### src/rtl/alu_cmd_pkg.sv
// Shared widths, flag bit positions and issuer FSM encoding for the
// command/run interface between the host issuer and the ALU controller.
package alu_cmd_pkg;

  localparam int CMD_W  = 12;
  localparam int DATA_W = 32;
  localparam int FLAG_W = 4;

  localparam int FLAG_O = 3;
  localparam int FLAG_C = 2;
  localparam int FLAG_Z = 1;
  localparam int FLAG_N = 0;

  typedef enum logic [1:0] {
    IDLE,
    ISSUE,
    WAIT,
    HOLD
  } issuer_state_t;

endpackage

### src/rtl/cmd_fifo.sv
// Synchronous FIFO with registered occupancy count; pushes while full and
// pops while empty are ignored so the caller can drive raw requests.
module cmd_fifo #(
  parameter int WIDTH = 12,
  parameter int DEPTH = 8
) (
  input  logic                     clk,
  input  logic                     rst,
  input  logic                     push,
  input  logic                     pop,
  input  logic [WIDTH-1:0]         wdata,
  output logic [WIDTH-1:0]         rdata,
  output logic                     full,
  output logic                     empty,
  output logic [$clog2(DEPTH):0]   count
);

  localparam int PTR_W = $clog2(DEPTH);
  localparam int CNT_W = PTR_W + 1;

  logic [WIDTH-1:0] mem [DEPTH];
  logic [PTR_W-1:0] wr_ptr;
  logic [PTR_W-1:0] rd_ptr;
  logic             do_push;
  logic             do_pop;

  assign full    = (count == CNT_W'(DEPTH));
  assign empty   = (count == '0);
  assign do_push = push && !full;
  assign do_pop  = pop && !empty;
  assign rdata   = mem[rd_ptr];

  // Pointers are exactly log2(DEPTH) wide, so they wrap modulo DEPTH for free
  always_ff @(posedge clk) begin
    if (rst) begin
      wr_ptr <= '0;
      rd_ptr <= '0;
      count  <= '0;
    end else begin
      if (do_push) wr_ptr <= wr_ptr + 1'b1;
      if (do_pop)  rd_ptr <= rd_ptr + 1'b1;
      case ({do_push, do_pop})
        2'b10:   count <= count + 1'b1;
        2'b01:   count <= count - 1'b1;
        default: count <= count;
      endcase
    end
  end

  always_ff @(posedge clk) begin
    if (do_push) mem[wr_ptr] <= wdata;
  end

endmodule

### src/rtl/command_issuer.sv
// Host-side issuer: queues commands, strobes run, waits for done or timeout,
// and holds the captured result on a valid/ready port until the host takes it.
module command_issuer
  import alu_cmd_pkg::*;
#(
  parameter int DEPTH   = 8,
  parameter int TIMEOUT = 15
) (
  input  logic                   clk,
  input  logic                   rst,
  input  logic                   cmd_valid,
  output logic                   cmd_ready,
  input  logic [CMD_W-1:0]       cmd_data,
  output logic [CMD_W-1:0]       command,
  output logic                   run,
  input  logic                   done,
  input  logic [DATA_W-1:0]      y,
  input  logic [FLAG_W-1:0]      flags,
  output logic                   res_valid,
  input  logic                   res_ready,
  output logic [DATA_W-1:0]      res_data,
  output logic [FLAG_W-1:0]      res_flags,
  output logic                   res_timeout,
  output logic                   busy,
  output logic [$clog2(DEPTH):0] count
);

  localparam logic [7:0] TMO_CNT = 8'(TIMEOUT);

  issuer_state_t    state;
  issuer_state_t    state_n;
  logic [7:0]       tcnt;
  logic             fifo_full;
  logic             fifo_empty;
  logic             fifo_pop;
  logic [CMD_W-1:0] fifo_head;
  logic             tcnt_clr;
  logic             tcnt_inc;
  logic             cap_done;
  logic             cap_tmo;

  cmd_fifo #(
    .WIDTH (CMD_W),
    .DEPTH (DEPTH)
  ) u_fifo (
    .clk   (clk),
    .rst   (rst),
    .push  (cmd_valid),
    .pop   (fifo_pop),
    .wdata (cmd_data),
    .rdata (fifo_head),
    .full  (fifo_full),
    .empty (fifo_empty),
    .count (count)
  );

  assign cmd_ready = !fifo_full;
  assign res_valid = (state == HOLD);
  assign busy      = (state != IDLE);

  always_comb begin
    state_n  = state;
    fifo_pop = 1'b0;
    tcnt_clr = 1'b0;
    tcnt_inc = 1'b0;
    cap_done = 1'b0;
    cap_tmo  = 1'b0;
    case (state)
      IDLE: begin
        if (!fifo_empty) begin
          fifo_pop = 1'b1;
          state_n  = ISSUE;
        end
      end
      ISSUE: begin
        tcnt_clr = 1'b1;
        state_n  = WAIT;
      end
      WAIT: begin
        // done is checked first so a completion on the last WAIT cycle wins
        if (done) begin
          cap_done = 1'b1;
          state_n  = HOLD;
        end else if (tcnt == TMO_CNT) begin
          cap_tmo = 1'b1;
          state_n = HOLD;
        end else begin
          tcnt_inc = 1'b1;
        end
      end
      HOLD: begin
        if (res_ready) state_n = IDLE;
      end
      default: state_n = IDLE;
    endcase
  end

  // Control stage: state, run strobe and timeout counter
  always_ff @(posedge clk) begin
    if (rst) begin
      state <= IDLE;
      run   <= 1'b0;
      tcnt  <= '0;
    end else begin
      state <= state_n;
      run   <= fifo_pop;
      if (tcnt_clr)      tcnt <= '0;
      else if (tcnt_inc) tcnt <= tcnt + 1'b1;
    end
  end

  // Capture stage: command and result registers have defined reset values
  always_ff @(posedge clk) begin
    if (rst) begin
      command     <= '0;
      res_data    <= '0;
      res_flags   <= '0;
      res_timeout <= 1'b0;
    end else begin
      if (fifo_pop) command <= fifo_head;
      if (cap_done) begin
        res_data    <= y;
        res_flags   <= flags;
        res_timeout <= 1'b0;
      end else if (cap_tmo) begin
        res_data    <= '0;
        res_flags   <= '0;
        res_timeout <= 1'b1;
      end
    end
  end

endmodule

### config.mk
export PLATFORM = sky130hd
export DESIGN_NAME = command_issuer
export DESIGN_NICKNAME = d
export VERILOG_FILES = /design/src/rtl/alu_cmd_pkg.sv /design/src/rtl/cmd_fifo.sv /design/src/rtl/command_issuer.sv
export SDC_FILE = /design/constraint.sdc
export NUM_CORES = 1
export LEC_CHECK = 0
export CAP_MARGIN = 20
export CORE_ASPECT_RATIO = 1.4
export CORE_MARGIN = 4
export CORE_UTILIZATION = 50
export CTS_CLUSTER_SIZE = 8
export DETAILED_ROUTE_END_ITERATION = 8
export PLACE_DENSITY = 0.75
export SETUP_SLACK_MARGIN = 0.15
export SLEW_MARGIN = 10
export SYNTH_ARGS = -nofsm -noshare
export SYNTH_HDL_FRONTEND = slang
export SYNTH_HIERARCHICAL = 1
export SYNTH_SLANG_ARGS = --single-unit
### constraint.sdc
create_clock -name clk -period 7.67 [get_ports clk]
set_clock_uncertainty 0.1 [all_clocks]
set_input_delay 2.301 -clock clk [delete_from_list [all_inputs] [get_ports clk]]
set_output_delay 2.301 -clock clk [all_outputs]
set_load 0.01 [all_outputs]
# --- Word-level counts from Yosys, hierarchy flattened ---
# Memory sizes are Yosys's and may differ from the RTL's. A register that Yosys moved wholly into a read port is not among the register bits.
# Cells that the tools add are included.
classes:
  reduce_logical: 12
  n_mux: 23
  n_addsub: 5
  eq_ne: 10
op_table:
  columns: ["operator", "n"]
  rows:
  - ["32-bit 2-to-1 mux", 2]
  - ["1-bit 2-to-1 mux", 13]
  - ["8-bit by 1-bit adder with 8-bit output, second input constant", 1]
  - ["8-bit by 4-bit equality test with 1-bit output, second input constant", 1]
  - ["2-bit 2-to-1 mux", 4]
  - ["4-bit 2-to-1 mux", 2]
  - ["2-bit one-hot mux with 4 select lines", 1]
  - ["4-bit one-hot mux with 2 select lines", 1]
  - ["3-bit by 1-bit adder with 3-bit output, second input constant", 2]
  - ["2-bit equality test, second input constant", 3]
  - ["2-bit nonzero test", 3]
  - ["4-bit by 1-bit adder with 4-bit output, second input constant", 1]
  - ["2-bit by 1-bit equality test with 1-bit output, second input constant", 2]
  - ["4-bit equality test, second input constant", 1]
  - ["4-bit logical NOT", 1]
  - ["2-bit OR reduction", 2]
  - ["4-bit by 1-bit subtractor with 4-bit output, second input constant", 1]
  - ["3-bit inequality test, second input constant", 1]
  - ["3-bit AND reduction", 1]
  - ["1-bit logical AND", 2]
  - ["1-bit logical NOT", 2]
  - ["2-bit logical NOT", 1]
  - ["2-bit by 1-bit inequality test with 1-bit output, second input constant", 1]
  - ["2-bit inequality test, second input constant", 1]
word_totals:
  ramBits: 96
  n_memories: 1
  wordCells: 60
  reg_bits: 58
memory_table:
  columns: ["name", "words", "word_bits", "read_ports", "rd_ports_with_merged_regs", "write_ports", "line", "rtl"]
  rows:
  - ["u_fifo.mem", 8, 12, 1, 1, 1, "cmd_fifo.sv:21", "logic [WIDTH-1:0] mem [DEPTH];"]

# --- Logic depth before layout (Yosys ltp) ---
# Gate-level depths: netlist of run 1.
logic_depth:
  depth_word: 6
  depth_mapped: 13

# --- By module ---
# Netlist of run 1, hierarchy kept.
by_module_without_submodules:
  columns: ["mod", "cells_per_inst", "n_inst", "area_per_inst_um2"]
  rows:
  - ["cmd_fifo", 213, 1, 4342.9]
  - ["command_issuer", 205, 1, 2163.3]

# --- Worst setup path after synthesis of run 1 ---
# No wires, ideal clock.
synth_path:
  path_type: "input to register"
  from: "input port cmd_valid"
  to: "memory u_fifo.mem[0][0], enable pin"
  path_slack_ns: 3.585
  cell_stages: 3
  n_path_buf: 0
  arrival_time_ns: 3.588
  cell_sequence: "nand2_1 -> or2_2 -> nor3_1"
synth_via:
  elab_chain_len: 3
synth_lines:
  columns: ["item", "line", "rtl"]
  rows:
  - ["start: declaration", "command_issuer.sv:11", "input logic cmd_valid,"]
  - ["1-bit logical AND", "cmd_fifo.sv:29", "assign do_push = push && !full;"]
  - ["1-bit 2-to-1 mux", "cmd_fifo.sv:51", "if (do_push) mem[wr_ptr] <= wdata;"]
  - ["1-bit 2-to-1 mux (implied by the code)", "cmd_fifo.sv:51", null]
  - ["end: declaration", "cmd_fifo.sv:21", null]
# No other way between the ends.

# --- Worst setup path in the final report of run 1 ---
layout_path:
  from: "register u_fifo.count[0]"
  to: "output port cmd_ready"
layout_via:
  elab_chain_len: 2
layout_lines:
  columns: ["item", "line", "rtl"]
  rows:
  - ["start: declaration", "cmd_fifo.sv:15", "output logic [$clog2(DEPTH):0] count"]
  - ["start signal: assignment", "cmd_fifo.sv:43", "2'b10: count <= count + 1'b1;"]
  - ["start signal: assignment", "cmd_fifo.sv:44", "2'b01: count <= count - 1'b1;"]
  - ["start signal: assignment", "cmd_fifo.sv:45", "default: count <= count;"]
  - ["4-bit equality test", "cmd_fifo.sv:27", "assign full = (count == CNT_W'(DEPTH));"]
  - ["via fifo_full", "command_issuer.sv:33", "logic fifo_full;"]
  - ["1-bit logical NOT", "command_issuer.sv:57", "assign cmd_ready = !fifo_full;"]
  - ["end: declaration", "command_issuer.sv:12", "output logic cmd_ready,"]
# The timed path passes the listed nets, and every way through them passes these cells.

==> results.yml, run 1 <==
clocking:
  clkLatencyLatePin_ns: 0.42
  cts_buffer_depth: 2
  clkSinkCount: 169
  cts_root_buf: "clkbuf_16"
  htreeDepth: 4
  cts_setup_buffers: 0
  holdBufCountCts: 0
  path_clk_slew_ns: 0.07
  cts_inserted_buffers: 17
  cts_tree: "yes"
  cts-resized-gates: 0
grt:
  grt_pass1_wl_microns: 21400
  antenna_found_initial: 0
  grt_overflow: 0
  grt_max_degree: 37
  grtUsageTotal: 0.186
  first_global_vias: 4027
synth:
  synth.distinct_cells: 43
  synth.most_common_cell: "edfxtp_1"
  yosysSeqAreaShare: 0.668
  syn_inst: 418
  synth_area_leader_cell: "edfxtp_1"
  syn_area_sq_um: 6510
  syn_nets: 482
  synth_edf_count: 96
  synth_top_area_share: 0.443
  ys_seq_elements: 169
  synth.top_cells.by_count: "edfxtp_1, dfxtp_1, a22o_1, nand2_1, nor2_1"
  synth.avg_cell_area_sq_um: 15.6
  synth_warnings: 6
  synth_area_leaders: "edfxtp_1, dfxtp_1, mux4_1, a22o_1, mux2_2"
  synth-async-reset-ratio: 0
  synthFlopType: "edfxtp_1"
sta:
  finalCriticalPeriod_ns: 4.41
  finalSetupViolCount: 0
  final_hold_viol_count: 0
  fin_crit_sh: 0.576
  setup_tns_ns: 0
  slew_viol_final: 0
  fmax_mhz: 227
  rsz0062_at_grt: "no"
  tightest_slew_ns: 0.992
  slew_headroom: 0.338
  fin_ws_ns: 3.26
placement:
  io_buffers: 109
  placed_area_sq_um: 7740
  gp_congestion: 0.753
  dpl_worst_slack_ns: 3.11
  hpwl_microns: 8860
power:
  power.density_nw_per_um2: 299
  peakVddDrop_uv: 165
  p_leak_nw: 2.93
  power.total_mw: 2.49
route:
  antenna_left: 0
  routedWlPerCell_microns: 19.4
  routed_wl_microns: 13600
  drc: 0
  vias: 3862
  drtIter0Drc: 207
  first_pass_iters: 5
  vias_per_cell: 5.50
worst_setup_path:
  cp_top_family: "simple AND/OR/NAND/NOR gates"
  timing.rr.end: "u_fifo/count[3]"
  r2r-start: "u_fifo/count[0]"
  path_cells: "or4b_4 -> inv_1 -> inv_1 -> clkdlybuf4s50_1"
  critPathCaptureType: "output port"
  worstRegToRegCells: 8
  cp.required_ns: 5.27
  crit_path_top_delay_cell: "or4b_4"
  worstSetupPathType: "flip-flop to output port"
  path_max_fanout: 8
  slowest_delay_ns: 0.61
  crit_arrival_ns: 2.01
  crit_path_start_kind: "flip-flop"
  ff2ff_setup_slack_ns: 4.13
  crit_buf_inv: 3
  crit_top_cell: "inv_1"
floorplan:
  die_w_microns: 104
  core_area_sq_um: 12800
  start_util: 0.508
  io_pins: 110
  placementRows: 49
  dieArea_sq_um: 14900
  dieHeight_microns: 143
min_path:
  min_from: "command[10]"
  hold-path-cell-count: 2
  whs_endpoint: "command[10]"
  hold_path.class: "flip-flop to flip-flop"
final_layout:
  drive_gt1_frac: 0.118
  design_area_sq_um: 8330
  syn2layout_area_growth_pct: 28.0
  nets: 600
  fill_cells: 912
  diodes: 0
flow_run:
  drv_cap: 0
outcome:
  outcome: "finished clean"
state kept, by name (all words and copies together) (netlist names), named ones only:
name,count
u_fifo/count,4
state,2
u_fifo/rd_ptr,3
run,1
res_flags,4
res_timeout,1
u_fifo/wr_ptr,3
tcnt,8
res_data,32
u_fifo/mem,96
command,12
layer usage:
| metal | GRT usage | wire (microns) | vias up |
|---|---|---|---|
| met1 | 0.213 | 5390 | 1918 |
| met4 | 0.0791 | 327 | 0 |
| li1 | - | - | 1834 |
| met3 | 0.0457 | 418 | 23 |
| met5 | 0 | 0 | - |
| met2 | 0.331 | 7490 | 87 |
worst min-delay path, cell delays in order, from the launching register on:
cell and delay (ns):
dfxtp_1 0.31, nand2_1 0.05, a21oi_1 0.05
cells in the final DEF (no fill, tap or decap), drive strengths merged, types with 8 or more instances in the layout:
master and n:
mux2 13, clkdlybuf4s50 109, xnor2 8, mux4 24, dfxtp 73, clkbuf 19, ha 11, buf 11
nand2 32, a21oi 20, inv 17, nor2 25, a22o 36, edfxtp 96
cells by family after synthesis:
kind of cell	Yosys count	share of synthesized area
buffers and inverters	29	0.0254
AOI/OAI and AO/OA	69	0.0810
muxes	41	0.124
DFF	169	0.668
and+or+nand+nor	86	0.0635
adders and majority gates	11	0.0212
xor gates and xnor gates	13	0.0175
area by class of cell:
cell class / count / area (sq um) / area share
multi-input combinational: 220 / 2000 / 0.240
clock inverter: 13 / 126 / 0.0152
inverter: 8 / 30.0 / 0.00361
timing repair buffer: 120 / 1170 / 0.141
clock buffer: 19 / 464 / 0.0557
sequential: 169 / 4340 / 0.522
tap: 153 / 191 / 0.0230
worst max path at each step:
stage | start | to | slack [ns] | depth (start not counted)
2_1_floorplan | cmd_valid | u_fifo/mem[0][0] | 3.59 | 3
3_3_place_gp | cmd_valid | u_fifo/count[3] | 3.24 | 6
3_5_place_dp | cmd_valid | u_fifo/count[3] | 3.11 | 6
4_1_cts | u_fifo/count[0] | cmd_ready | 3.24 | 4
5_1_grt | u_fifo/count[0] | cmd_ready | 3.19 | 4
6_report | u_fifo/count[0] | cmd_ready | 3.26 | 4
stage by stage:
step,util,hold WS (ns),std cells
2_1_floorplan,-,0.362,418
3_3_place_gp,0.604,0.345,670
3_5_place_dp,0.604,0.348,670
4_1_cts,0.650,0.358,702
5_1_grt,0.650,0.377,702
6_report,0.650,0.360,702
report_power, final:
part	switching, mW	total [mW]	internal (mW)
combinational	0.273	0.549	0.276
clock	0.373	0.832	0.459
sequential	0.0593	1.11	1.05
(Power assumes the default switching activity.)
==> run 2, diff against run 1 <==
==> constraint.sdc (replaced) <==
create_clock -name clk -period 4.5 [get_ports clk]
set_clock_uncertainty 0.1 [all_clocks]
set_input_delay 1.35 -clock clk [delete_from_list [all_inputs] [get_ports clk]]
set_output_delay 1.35 -clock clk [all_outputs]
set_load 0.01 [all_outputs]
==> results.yml, run 2 (same netlist as run 1, synthesis figures left out) <==
worst_setup_path:
  worstSetupPathType: "flip-flop to output port"
  ff2ff_setup_slack_ns: 1.29
  worstRegToRegCells: 9
  cp.required_ns: 3.05
  r2r-start: "u_fifo/count[0]"
  timing.rr.end: "u_fifo/count[3]"
  crit_path_start_kind: "flip-flop"
  path_max_fanout: 8
  critPathCaptureType: "output port"
  crit_arrival_ns: 2.00
clocking:
  cts_buffer_depth: 2
  cts_setup_buffers: 0
  cts_tree: "yes"
  holdBufCountCts: 0
  cts_root_buf: "clkbuf_16"
  cts-resized-gates: 0
  clkLatencyLatePin_ns: 0.42
  cts_inserted_buffers: 17
  clkSinkCount: 169
  path_clk_slew_ns: 0.07
  htreeDepth: 4
floorplan:
  io_pins: 110
  core_area_sq_um: 12800
  placementRows: 49
  dieArea_sq_um: 14900
  start_util: 0.508
  dieHeight_microns: 143
  die_w_microns: 104
sta:
  tightest_slew_ns: 1.06
  finalSetupViolCount: 0
  fmax_mhz: 290
  fin_crit_sh: 0.767
  setup_tns_ns: 0
  final_hold_viol_count: 0
  finalCriticalPeriod_ns: 3.45
  rsz0062_at_grt: "no"
  slew_headroom: 0.291
  slew_viol_final: 0
min_path:
  whs_endpoint: "command[5]"
  hold-path-cell-count: 2
  hold_path.class: "flip-flop to flip-flop"
  min_from: "command[5]"
grt:
  grtUsageTotal: 0.184
  grt_max_degree: 37
  antenna_found_initial: 0
  first_global_vias: 3975
  grt_overflow: 0
  grt_pass1_wl_microns: 21300
power:
  power.density_nw_per_um2: 518
  power.total_mw: 4.33
  peakVddDrop_uv: 271
  p_leak_nw: 2.96
route:
  routedWlPerCell_microns: 19.4
  first_pass_iters: 4
  drtIter0Drc: 178
  routed_wl_microns: 13600
  antenna_left: 0
  vias: 3885
  vias_per_cell: 5.53
  drc: 0
final_layout:
  largest_reg_flops: 96
  fin_cells: 703
  top_regs: "u_fifo/mem (96), res_data (32), command (12)"
  layout_common_cells: "clkdlybuf4s50_1, edfxtp_1, dfxtp_1, a22o_1, nand2_1"
  design_area_sq_um: 8370
  drive_gt1_frac: 0.120
  final_common_cell: "clkdlybuf4s50_1"
  syn2layout_area_growth_pct: 28.7
  nets: 601
  regMostFlops: "u_fifo/mem"
  diodes: 0
placement:
  io_buffers: 109
  place_inst: 671
  gp_congestion: 0.788
  hpwl_microns: 8950
  placed_area_sq_um: 7750
outcome:
  outcome: "finished clean"
flow_run:
  drv_cap: 0
run 2: how the worst max path moves through the flow:
stage,start,endpoint,cells after the start
after global placement,cmd_valid,u_fifo/count[3],6
after global routing,u_fifo/count[0],cmd_ready,4
after floorplan,cmd_valid,u_fifo/mem[0][0],3
final,u_fifo/count[0],cmd_ready,4
after CTS,u_fifo/count[0],cmd_ready,4
after detailed placement,cmd_valid,u_fifo/count[3],6
run 2: layout make-up:
| class | instances | area [sq um] |
|---|---|---|
| multi-input combinational | 220 | 2000 |
| clock inverter | 10 | 96.3 |
| tap | 153 | 191 |
| clock buffer | 22 | 528 |
| sequential | 169 | 4340 |
| timing repair buffer | 121 | 1180 |
| fill | 903 | 4440 |
| inverter | 8 | 30.0 |
run 2: critical path, cell delays in order (launching register included):
cell and delay [ns]:
dfxtp_1 0.40, or4b_4 0.60, inv_1 0.07, inv_1 0.03
clkdlybuf4s50_1 0.47
run 2: where the power goes:
group / leakage (nW) / internal (mW) / switching (mW) / total [mW]
Sequential: 1.46 / 1.78 / 0.106 / 1.89
Clock: 0.310 / 0.898 / 0.592 / 1.49
Combinational: 1.18 / 0.482 / 0.474 / 0.955
run 2: layer usage:
layer	global-route usage	share of wire	vias to the layer above
li1	-	-	1844
met2	0.327	0.54	88
met4	0.0777	0.022	0
met5	0	0	-
met3	0.0348	0.027	22
met1	0.218	0.41	1931
run 2: per-stage QoR:
step / setup WS [ns] / hold WS, ns / utilization
2_1_floorplan: 1.37 / 0.362 / -
6_report: 1.05 / 0.360 / 0.653
3_5_place_dp: 0.985 / 0.356 / 0.605
4_1_cts: 1.03 / 0.364 / 0.653
3_3_place_gp: 1.01 / 0.348 / 0.605
5_1_grt: 0.977 / 0.385 / 0.653
==> run 3, diff against run 2 <==
==> constraint.sdc (replaced) <==
create_clock -name clk -period 3.2 [get_ports clk]
set_clock_uncertainty 0.1 [all_clocks]
set_input_delay 0.96 -clock clk [delete_from_list [all_inputs] [get_ports clk]]
set_output_delay 0.96 -clock clk [all_outputs]
set_load 0.01 [all_outputs]
==> results.yml, run 3 (same netlist as run 1, synthesis figures left out) <==
sta:
  fmax_mhz: 355
  finalCriticalPeriod_ns: 2.82
  fin_crit_sh: 0.880
  slew_viol_final: 0
  final_hold_viol_count: 0
  tightest_slew_ns: 0.922
  rsz0062_at_grt: "no"
  slew_headroom: 0.384
  finalSetupViolCount: 0
  setup_tns_ns: 0
power:
  peakVddDrop_uv: 456
  p_leak_nw: 2.97
  power.density_nw_per_um2: 731
grt:
  grt_max_degree: 37
  antenna_found_initial: 0
  first_global_vias: 3972
  grt_pass1_wl_microns: 20800
  grt_overflow: 0
  grtUsageTotal: 0.182
floorplan:
  core_area_sq_um: 12800
  die_w_microns: 104
  dieArea_sq_um: 14900
  io_pins: 110
  dieHeight_microns: 143
  placementRows: 49
  start_util: 0.508
min_path:
  hold-path-cell-count: 2
  min_from: "command[8]"
  whs_endpoint: "command[8]"
  hold_path.class: "flip-flop to flip-flop"
worst_setup_path:
  ff2ff_setup_slack_ns: 0.39
  crit_path_start_kind: "input pin"
  worstSetupPathType: "input pin to flip-flop"
  crit_arrival_ns: 3.02
  path_max_fanout: 5
  timing.rr.end: "u_fifo/count[3]"
  critPathCaptureType: "flip-flop"
  worstRegToRegCells: 8
  r2r-start: "u_fifo/count[3]"
  cp.required_ns: 3.41
final_layout:
  largest_reg_flops: 96
  nets: 604
  layout_common_cells: "clkdlybuf4s50_1, edfxtp_1, dfxtp_1, a22o_1, nand2_1"
  final_common_cell: "clkdlybuf4s50_1"
  fin_cells: 706
  syn2layout_area_growth_pct: 29.3
  multi_input_area_sq_um: 2010
  drive_gt1_frac: 0.134
  top_regs: "u_fifo/mem (96), res_data (32), command (12)"
  diodes: 0
  seqCellArea_sq_um: 4350
  fill_cells: 867
  regMostFlops: "u_fifo/mem"
clocking:
  htreeDepth: 4
  clkLatencyLatePin_ns: 0.42
  cts_buffer_depth: 2
  cts_inserted_buffers: 17
  cts_root_buf: "clkbuf_16"
  path_clk_slew_ns: 0.06
  holdBufCountCts: 0
  cts_tree: "yes"
  clkSinkCount: 169
placement:
  hpwl_microns: 8930
  place_inst: 673
  io_buffers: 109
  gp_congestion: 0.770
route:
  routedWlPerCell_microns: 19.1
  vias_per_cell: 5.52
  routed_wl_microns: 13500
  drtIter0Drc: 163
  drc: 0
  antenna_left: 0
  first_pass_iters: 4
  vias: 3898
outcome:
  outcome: "finished clean"
flow_run:
  drv_cap: 0
-- run 3: cell types whose count changed in the layout (fill, tap and decap cells not counted), moves of 2 or more --
| cell | previous run | this run |
|---|---|---|
| dfxtp_2 | 0 | 4 |
| dfxtp_1 | 73 | 69 |
| clkinv_4 | 1 | 3 |
| buf_4 | 12 | 15 |
| inv_6 | 3 | 1 |
-- run 3: stage by stage --
step           total power, mW  cell area [sq um]  utilization  hold slack (ns)  worst slack (ns)
2_1_floorplan             3.48               6510            -            0.362             0.364
3_5_place_dp              4.04               7760        0.606            0.351            0.0686
6_report                  6.15               8410        0.656            0.359             0.384
4_1_cts                   6.22               8410        0.656            0.360             0.170
5_1_grt                   6.45               8410        0.656            0.372             0.281
3_3_place_gp              3.99               7760        0.606            0.349             0.124
-- run 3: worst max-delay path: stages --
cell	delay, ns
clkdlybuf4s50_1	0.52
nand2_1	0.14
ha_1	0.37
or3_1	0.41
o32ai_1	0.23
mux2_2	0.39
-- run 3: layout make-up --
| type | count | share of cell area |
|---|---|---|
| multi-input combinational | 220 | 0.239 |
| tap | 153 | 0.0228 |
| inverter | 8 | 0.00402 |
| clock buffer | 20 | 0.0582 |
| sequential | 169 | 0.517 |
| timing repair buffer | 124 | 0.143 |
| clock inverter | 12 | 0.0159 |
-- run 3: worst max path at each step --
stage                            to  depth (start not counted)  slack (ns)       startpoint
finish              u_fifo/count[3]                          6        0.38        cmd_valid
global route        u_fifo/count[3]                          8        0.28  u_fifo/count[3]
CTS                       cmd_ready                          4        0.17  u_fifo/count[2]
detailed placement  u_fifo/count[2]                          9        0.07        cmd_valid
global placement    u_fifo/count[2]                          9        0.12        cmd_valid
floorplan           u_fifo/count[3]                          9        0.36  u_fifo/count[0]
-- run 3: layer usage --
metal	up-vias	wire length, microns	GRT usage	part of all wire
li1	1849	-	-	-
met1	1929	5200	0.205	0.39
met2	107	7640	0.330	0.57
met3	13	476	0.0443	0.035
met4	0	165	0.0742	0.012
met5	-	0	0	0
-- run 3: where the power goes --
part / switching (mW) / total (mW) / internal, mW
logic: 0.697 / 1.41 / 0.710
registers: 0.137 / 2.65 / 2.51
clock network: 0.820 / 2.09 / 1.27
-- run 3: timing repair --
action | CTS | global route
resized for setup | 5 | 2
endpoints found under the setup margin | 2 | 1
setup buffers | 1 | 0
